$ cat src/rtl/riscv_bus_pkg.sv
// riscv_bus_pkg: shared bus widths and response-owner encoding for the core/memory arbiter
package riscv_bus_pkg;
  localparam int ADDR_W = 32;
  localparam int DATA_W = 32;
  typedef enum logic [1:0] {OWN_NONE, OWN_IF, OWN_LS} owner_t;
endpackage

$ cat src/rtl/mem_bus_arbiter_if.sv
// mem_bus_arbiter_if: IF/LS requester ports plus the single-port memory port
interface mem_bus_arbiter_if #(
  parameter int ADDR_W = riscv_bus_pkg::ADDR_W,
  parameter int DATA_W = riscv_bus_pkg::DATA_W
);
  logic              if_req;
  logic [ADDR_W-1:0] if_addr;
  logic              if_gnt;
  logic              if_rvalid;
  logic [DATA_W-1:0] if_rdata;
  logic                ls_req;
  logic                ls_we;
  logic [ADDR_W-1:0]   ls_addr;
  logic [DATA_W-1:0]   ls_wdata;
  logic [DATA_W/8-1:0] ls_be;
  logic                ls_gnt;
  logic                ls_rvalid;
  logic [DATA_W-1:0]   ls_rdata;
  logic                mem_en;
  logic                mem_we;
  logic [ADDR_W-1:0]   mem_addr;
  logic [DATA_W-1:0]   mem_wdata;
  logic [DATA_W/8-1:0] mem_be;
  logic [DATA_W-1:0]   mem_rdata;
  modport slave (
    input  if_req, if_addr, ls_req, ls_we, ls_addr, ls_wdata, ls_be, mem_rdata,
    output if_gnt, if_rvalid, if_rdata, ls_gnt, ls_rvalid, ls_rdata,
    output mem_en, mem_we, mem_addr, mem_wdata, mem_be
  );
  modport master (
    output if_req, if_addr, ls_req, ls_we, ls_addr, ls_wdata, ls_be, mem_rdata,
    input  if_gnt, if_rvalid, if_rdata, ls_gnt, ls_rvalid, ls_rdata,
    input  mem_en, mem_we, mem_addr, mem_wdata, mem_be
  );
endinterface

$ cat src/rtl/arb_starve_cnt.sv
// arb_starve_cnt: counts consecutive denied IF cycles and raises force_if once MAX_WAIT is reached
module arb_starve_cnt #(
  parameter int MAX_WAIT = 4
) (
  input  logic clk,
  input  logic rst,
  input  logic if_req,
  input  logic if_gnt,
  output logic force_if
);
  logic [3:0] cnt;
  assign force_if = cnt >= 4'(MAX_WAIT);
  always_ff @(posedge clk)
    cnt <= (rst || !if_req || if_gnt) ? '0 : force_if ? cnt : cnt + 4'd1;
endmodule

$ cat src/rtl/mem_bus_arbiter.sv
// mem_bus_arbiter: shares one synchronous memory between IF and LS, LS-priority with bounded IF starvation
module mem_bus_arbiter
  import riscv_bus_pkg::*;
#(
  parameter int MAX_WAIT = 4
) (
  input logic clk,
  input logic rst,
  mem_bus_arbiter_if.slave bus
);
  owner_t own_q, own_d;
  logic force_if;
  arb_starve_cnt #(.MAX_WAIT(MAX_WAIT)) u_starve (
    .clk      (clk),
    .rst      (rst),
    .if_req   (bus.if_req),
    .if_gnt   (bus.if_gnt),
    .force_if (force_if)
  );
  assign bus.if_gnt = !rst && bus.if_req && (!bus.ls_req || force_if);
  assign bus.ls_gnt = !rst && bus.ls_req && !(bus.if_req && force_if);
  assign bus.mem_en    = bus.if_gnt || bus.ls_gnt;
  assign bus.mem_we    = bus.ls_gnt && bus.ls_we;
  assign bus.mem_addr  = bus.if_gnt ? bus.if_addr : bus.ls_addr;
  assign bus.mem_wdata = bus.ls_wdata;
  assign bus.mem_be    = bus.mem_we ? bus.ls_be : bus.mem_en ? '1 : '0;
  always_ff @(posedge clk)
    own_q <= rst ? OWN_NONE : own_d;
  always_comb begin
    own_d = OWN_NONE;
    if (bus.if_gnt) own_d = OWN_IF;
    else if (bus.ls_gnt && !bus.ls_we) own_d = OWN_LS;
  end
  // Gating with rst drops a response whose grant preceded a reset
  assign bus.if_rvalid = !rst && own_q == OWN_IF;
  assign bus.ls_rvalid = !rst && own_q == OWN_LS;
  assign bus.if_rdata  = bus.mem_rdata;
  assign bus.ls_rdata  = bus.mem_rdata;
endmodule

$ cat src/flat_wrapper.sv
// flat-port wrapper written by rule: the top's interface ports become plain ports
module mem_bus_arbiter_flat import riscv_bus_pkg::*;
#(
  parameter int MAX_WAIT = 4
)
  (clk, rst, bus_if_req, bus_if_addr, bus_ls_req, bus_ls_we, bus_ls_addr, bus_ls_wdata, bus_ls_be, bus_mem_rdata, bus_if_gnt, bus_if_rvalid, bus_if_rdata, bus_ls_gnt, bus_ls_rvalid, bus_ls_rdata, bus_mem_en, bus_mem_we, bus_mem_addr, bus_mem_wdata, bus_mem_be);
  mem_bus_arbiter_if bus_i ();
  input logic clk;
  input logic rst;
  input wire logic [$bits(bus_i.if_req)-1:0] bus_if_req;
  input wire logic [$bits(bus_i.if_addr)-1:0] bus_if_addr;
  input wire logic [$bits(bus_i.ls_req)-1:0] bus_ls_req;
  input wire logic [$bits(bus_i.ls_we)-1:0] bus_ls_we;
  input wire logic [$bits(bus_i.ls_addr)-1:0] bus_ls_addr;
  input wire logic [$bits(bus_i.ls_wdata)-1:0] bus_ls_wdata;
  input wire logic [$bits(bus_i.ls_be)-1:0] bus_ls_be;
  input wire logic [$bits(bus_i.mem_rdata)-1:0] bus_mem_rdata;
  output wire logic [$bits(bus_i.if_gnt)-1:0] bus_if_gnt;
  output wire logic [$bits(bus_i.if_rvalid)-1:0] bus_if_rvalid;
  output wire logic [$bits(bus_i.if_rdata)-1:0] bus_if_rdata;
  output wire logic [$bits(bus_i.ls_gnt)-1:0] bus_ls_gnt;
  output wire logic [$bits(bus_i.ls_rvalid)-1:0] bus_ls_rvalid;
  output wire logic [$bits(bus_i.ls_rdata)-1:0] bus_ls_rdata;
  output wire logic [$bits(bus_i.mem_en)-1:0] bus_mem_en;
  output wire logic [$bits(bus_i.mem_we)-1:0] bus_mem_we;
  output wire logic [$bits(bus_i.mem_addr)-1:0] bus_mem_addr;
  output wire logic [$bits(bus_i.mem_wdata)-1:0] bus_mem_wdata;
  output wire logic [$bits(bus_i.mem_be)-1:0] bus_mem_be;
  assign bus_i.if_req = bus_if_req;
  assign bus_i.if_addr = bus_if_addr;
  assign bus_i.ls_req = bus_ls_req;
  assign bus_i.ls_we = bus_ls_we;
  assign bus_i.ls_addr = bus_ls_addr;
  assign bus_i.ls_wdata = bus_ls_wdata;
  assign bus_i.ls_be = bus_ls_be;
  assign bus_i.mem_rdata = bus_mem_rdata;
  assign bus_if_gnt = bus_i.if_gnt;
  assign bus_if_rvalid = bus_i.if_rvalid;
  assign bus_if_rdata = bus_i.if_rdata;
  assign bus_ls_gnt = bus_i.ls_gnt;
  assign bus_ls_rvalid = bus_i.ls_rvalid;
  assign bus_ls_rdata = bus_i.ls_rdata;
  assign bus_mem_en = bus_i.mem_en;
  assign bus_mem_we = bus_i.mem_we;
  assign bus_mem_addr = bus_i.mem_addr;
  assign bus_mem_wdata = bus_i.mem_wdata;
  assign bus_mem_be = bus_i.mem_be;
  mem_bus_arbiter #(.MAX_WAIT(MAX_WAIT)) u_core (.clk(clk), .rst(rst), .bus(bus_i));
endmodule
$ cat config.mk
export PLATFORM = sky130hd
export DESIGN_NAME = mem_bus_arbiter_flat
export DESIGN_NICKNAME = d
export VERILOG_FILES = /design/src/rtl/riscv_bus_pkg.sv /design/src/rtl/mem_bus_arbiter_if.sv /design/src/rtl/arb_starve_cnt.sv /design/src/rtl/mem_bus_arbiter.sv /design/src/flat_wrapper.sv
export SDC_FILE = /design/constraint.sdc
export NUM_CORES = 1
export LEC_CHECK = 0
export BUFFER_PORTS_ARGS = -buffer_cell sky130_fd_sc_hd__buf_4
export CORE_AREA = 2 2 108 110
export CTS_BUF_LIST = sky130_fd_sc_hd__clkbuf_8
export CTS_CLUSTER_SIZE = 25
export DETAILED_ROUTE_END_ITERATION = 6
export DIE_AREA = 0 0 110 112
export PLACE_DENSITY = 0.55
export SYNTH_ARGS = -nofsm -noshare
export SYNTH_HDL_FRONTEND = slang
export SYNTH_SLANG_ARGS = --single-unit
$ cat constraint.sdc
create_clock -name clk -period 2.7 [get_ports clk]
set_clock_uncertainty 0.2 [all_clocks]
set_input_delay 0.54 -clock clk [delete_from_list [all_inputs] [get_ports clk]]
set_output_delay 0.54 -clock clk [all_outputs]
set_load 0.05 [all_outputs]
Word-level counts from Yosys, hierarchy flattened --
Cells that the tools add are included.
Storage, ports and cells: RAM bits 0, input bits 137, output and inout bits 138, logic and storage cells 31, bits in registers 6, latch bits 0, memories kept 0, bits in read-only memories 0
Cells by class: $add $sub $neg 1, magnitude comparators 1, eq/ne operators 2, multiplexer cells 5, shift-type cells 0, multiply operators 0, bitwise logic cells 0, reductions and logical operators 19, divide/modulo/power cells 0
Operators with widths (number):
- 32-bit 2-to-1 mux | 1
- 1-bit logical AND | 9
- 4-bit 2-to-1 mux | 2
- 1-bit zero test | 5
- 4-bit by 1-bit adder with 4-bit output, second input constant | 1
- 4-bit by 3-bit greater-or-equal comparator with 1-bit output, second input constant | 1
- 1-bit logical OR | 4
- 2-bit by 1-bit equality test with 1-bit output, second input constant | 1
- 2-bit equality test, second input constant | 1
- 2-bit 2-to-1 mux | 1
- 2-bit OR reduction | 1
- 1-bit 2-to-1 mux | 1

Longest topological paths before layout --
word-level depth 7, depth in mapped cells 4, gate-level depth less buffers 3

Hierarchy --
Synthesis repeated with hierarchy kept, for this count alone.
Unflattened totals: cell total of the unflattened synthesis 174, area total of the unflattened synthesis 1564.0 um^2
By module, submodules not included:
- mem_bus_arbiter | cells each 156, sequential area each 40.0 um^2, instances 1, area an instance 1398.8 um^2
- arb_starve_cnt | cells each 18, sequential area each 80.1 um^2, instances 1, area an instance 165.2 um^2

Least setup slack after synthesis --
No wires, ideal clock.
kind in2out, start input port bus_if_req, end output port bus_mem_be[0], required time 1.960 ns, slack -0.061 ns, data arrival time 2.021 ns, path buffers 1, cell stages on the path 4, cell sequence o21ai_0 and3b_1 clkbuf_1 a31oi_1
On the way: word-level cells in the longest chain between the ends 6, elaborated cells between the ends (all ways) 9, those cells by class mux (2); reduce/logical (7)
Ends and longest elaborated chain:
- start, declared | RTL line flat_wrapper.sv:10 | input wire logic [$bits(bus_i.if_req)-1:0] bus_if_req;
- 1-bit logical AND (*) | RTL line mem_bus_arbiter.sv:21 | assign bus.ls_gnt = !rst && bus.ls_req && !(bus.if_req && force_if);
- 1-bit zero test (*) | RTL line mem_bus_arbiter.sv:21
- 1-bit logical AND (*) | RTL line mem_bus_arbiter.sv:21
- net bus_ls_gnt | RTL line flat_wrapper.sv:21 | output wire logic [$bits(bus_i.ls_gnt)-1:0] bus_ls_gnt;
- 1-bit logical OR | RTL line mem_bus_arbiter.sv:22 | assign bus.mem_en = bus.if_gnt || bus.ls_gnt;
- 4-bit 2-to-1 mux | RTL line mem_bus_arbiter.sv:26 | assign bus.mem_be = bus.mem_we ? bus.ls_be : bus.mem_en ? '1 : '0;
- 4-bit 2-to-1 mux (*) | RTL line mem_bus_arbiter.sv:26
- end, declared | RTL line flat_wrapper.sv:28 | output wire logic [$bits(bus_i.mem_be)-1:0] bus_mem_be;
The timed path passes the listed nets; every way through them passes the cells marked *.

Final worst setup path --
start input port rst, end output port bus_mem_addr[21]
On the way: word-level cells in the longest chain between the ends 4
Ends and longest elaborated chain:
- start, declared | RTL line flat_wrapper.sv:9 | input logic rst;
- 1-bit zero test | RTL line mem_bus_arbiter.sv:20 | assign bus.if_gnt = !rst && bus.if_req && (!bus.ls_req || force_if);
- 1-bit logical AND (2 in series) | RTL line mem_bus_arbiter.sv:20
- 32-bit 2-to-1 mux | RTL line mem_bus_arbiter.sv:24 | assign bus.mem_addr = bus.if_gnt ? bus.if_addr : bus.ls_addr;
- end, declared | RTL line flat_wrapper.sv:26 | output wire logic [$bits(bus_i.mem_addr)-1:0] bus_mem_addr;
Every way passes these cells.

==> results.py <==
metrics = {
    "clock_network": {
        "post_cts_buffers": 0,
        "htreeDepth": 1,
        "ctsHoldBuffers": 0,
        "cts_root_buf": "clkbuf_8",
        "clkSinkCount": 6,
        "clk_path_buf_depth": 2,
        "numCtsBuffers": 3,
        "cts.repair.resized": 0,
        "clk-insertion-delay-late_ns": 0.22,
        "clk_pin_slew_ns": 0.03,
        "cts_tree": "done",
    },
    "global_routing": {
        "grt_start_max_net_pins": 34,
        "busiest_layer": "met2",
        "met1_usage_pct": 5.051,
        "grt-ovfl-total": 0,
        "grt_usage_pct": 5.365,
        "grt_pass1_vias": 1003,
        "grtUsageMet2_pct": 9.325,
        "grt_pass1_wl_um": 4954,
        "use_met3_pct": 2.283,
        "antenna_found_initial": 0,
    },
    "worst_hold_path": {
        "hold_class": "flop to flop",
        "holdPathStages": 1,
    },
    "route": {
        "wire_per_inst_um": 12.36,
        "vias": 1051,
        "drt-initial-drc-count": 7,
        "dr.pass1.iters": 2,
        "drt_wl_total_um": 4017,
        "vias_per_cell": 3.234,
        "antenna_left": 0,
        "drcViolationCount": 0,
    },
    "critical_path": {
        "crit_path_max_fanout": 33,
        "worstPathRequired_ns": 1.96,
        "crit_top_cell": "buf_4",
        "worstRegToRegCells": 3,
        "crit_type": "input port to output pin",
        "end_kind": "output pin",
        "crit_arrival_ns": 1.76,
        "startpoint_type": "input port",
        "slowest_stage": "mux2_2",
        "crit_chain": "buf_4 > nand2b_4 > a21oi_4 > buf_12 > mux2_2 > buf_4",
        "critPathMaxStageDelay_ns": 0.38,
    },
    "synthesis": {
        "netlist_area_um2": 1418,
        "synthAdderAreaFrac_pct": 0.8826,
        "avgSynthCellArea_um2": 8.644,
        "synth_nets": 302,
        "ys_seq_area_share_pct": 8.473,
        "synth.distinct_cells": 21,
        "synth.ff_latch_count": 6,
        "muxShareOfSynthArea_pct": 25.42,
        "synth_xor_xnor_area_share_pct": 0,
        "synth_warnings": 0,
        "synth_top_family_by_area": "buffers and inverters",
        "synthSimpleGateAreaFrac_pct": 6.002,
        "synth_cells": 164,
        "synth_compound_area_share_pct": 4.148,
    },
    "job": {
        "drv_cap": 0,
    },
    "sta": {
        "slew_violations": 0,
        "hold_ws_ns": 0.2168,
        "finalHoldViolations": 0,
        "rsz0062_at_grt": "no",
        "post-route-worst-setup-slack_ns": 0.1992,
        "finalSetupViolations": 0,
        "fin_crit_ns": 2.501,
        "finalCritPeriodShare_pct": 92.62,
        "max_freq_mhz": 399.9,
    },
    "layout": {
        "final_nets": 322,
        "drive_gt1_share_pct": 81.87,
        "syn_to_final_growth_pct": 23.83,
        "layout_common_cells": "buf_4 (114), mux2_2 (28), dfxtp_1 (6), inv_1 (5)",
        "layout_commonest_cell": "buf_4",
        "diodes": 0,
    },
    "floorplan": {
        "ioPinCount": 275,
        "start_util_pct": 12.69,
        "die_x_um": 110,
        "core_area_um2": 11170,
        "rows": 39,
        "die_h_um": 112,
        "dieArea_um2": 12320,
    },
    "placed_design": {
        "port_buffers": 114,
        "gp_congestion": 0.6798,
        "pre_cts_ws_ns": 0.1932,
    },
    "power_and_ir_drop": {
        "ir_worst_vdd_v": 0.0001612,
        "power_mw": 0.6191,
        "p_leak_nw": 0.8479,
        "power.density_nw_per_um2": 352.7,
    },
    "outcome": {
        "status": "complete, no violations",
    },
}
-- per-layer routing --
layer | vias up | share of wire (%)
met5 | - | 0
met4 | 0 | 4.7
met3 | 32 | 20
met2 | 115 | 45
met1 | 433 | 30
li1 | 471 | -
-- critical path, delay by kind of cell --
kind            cells  cell delay, ns
simple gates        1            0.15
compound gates      1            0.13
buf+inv             3            0.54
mux                 1            0.38
-- worst paths after layout --
check	endpoint	startpoint	slack, ns
min	u_core.u_starve.cnt[0]$_SDFFE_PP0N_	u_core.u_starve.cnt[0]$_SDFFE_PP0N_	0.22
max	bus_mem_addr[21]	rst	0.20
max reg2reg	u_core.own_q[1]$_SDFF_PP0_	u_core.u_starve.cnt[2]$_SDFFE_PP0N_	1.50
min reg2reg	u_core.u_starve.cnt[0]$_SDFFE_PP0N_	u_core.u_starve.cnt[0]$_SDFFE_PP0N_	0.22
-- logic make-up (layout without fill, tap and decap cells) --
| kind of cell | count (synthesis) | in the layout |
|---|---|---|
| buf+inv | 105 | 123 |
| mux | 32 | 32 |
| compound gates | 8 | 8 |
| fa+ha+maj | 1 | 1 |
| flops | 6 | 6 |
| simple gates | 11 | 11 |
| other cells | 1 | 1 |
-- cell usage after synthesis --
| library cell | instances | share of area (%) |
|---|---|---|
| and4b_1 | 1 | 0.71 |
| a21oi_4 | 1 | 1.1 |
| a31oi_1 | 4 | 1.8 |
| nor3b_1 | 2 | 1.1 |
| o21ai_0 | 1 | 0.35 |
| conb_1 | 1 | 0.26 |
| inv_1 | 5 | 1.3 |
| clkbuf_1 | 1 | 0.26 |
| ha_1 | 1 | 0.88 |
| nor2_2 | 1 | 0.44 |
| nor2b_1 | 2 | 0.88 |
| nand2b_4 | 1 | 0.97 |
| and2_1 | 3 | 1.3 |
| mux2_1 | 4 | 3.2 |
| o21bai_1 | 1 | 0.53 |
| and3b_1 | 1 | 0.62 |
| buf_6 | 3 | 2.4 |
| mux2_2 | 28 | 22 |
| buf_4 | 96 | 51 |
| a21oi_1 | 1 | 0.35 |
| dfxtp_1 | 6 | 8.5 |
-- cell type report --
cell class | count | area (µm²)
Fill cell | 1257 | 9419
Sequential cell | 6 | 120.1
Multi-Input combinational cell | 53 | 520.5
Inverter | 5 | 18.77
Timing Repair Buffer | 115 | 875.8
Clock buffer | 3 | 41.29
Tap cell | 143 | 178.9
-- flip-flops by register name, indices dropped and copies added, names as in the netlist --
name	count
u_core.own_q	2
u_core.u_starve.cnt	4
-- where the power goes --
group | total, mW | leakage (nW) | internal (mW) | switching [mW]
sequential | 0.0931 | 0.0491 | 0.0918 | 0.00128
combinational | 0.394 | 0.777 | 0.165 | 0.229
clock | 0.132 | 0.0216 | 0.0956 | 0.0364
-- per-stage QoR --
stage          instances  instance area, µm²  utilization, %  TNS, ns
2_1_floorplan        164                1418               -  -0.2441
3_3_place_gp         322                1714           15.34        0
3_5_place_dp         322                1714           15.34        0
4_1_cts              325                1755           15.71        0
5_1_grt              325                1755           15.71        0
6_report             325                1755           15.71        0
Note: power is estimated with default switching activity, not from simulation.
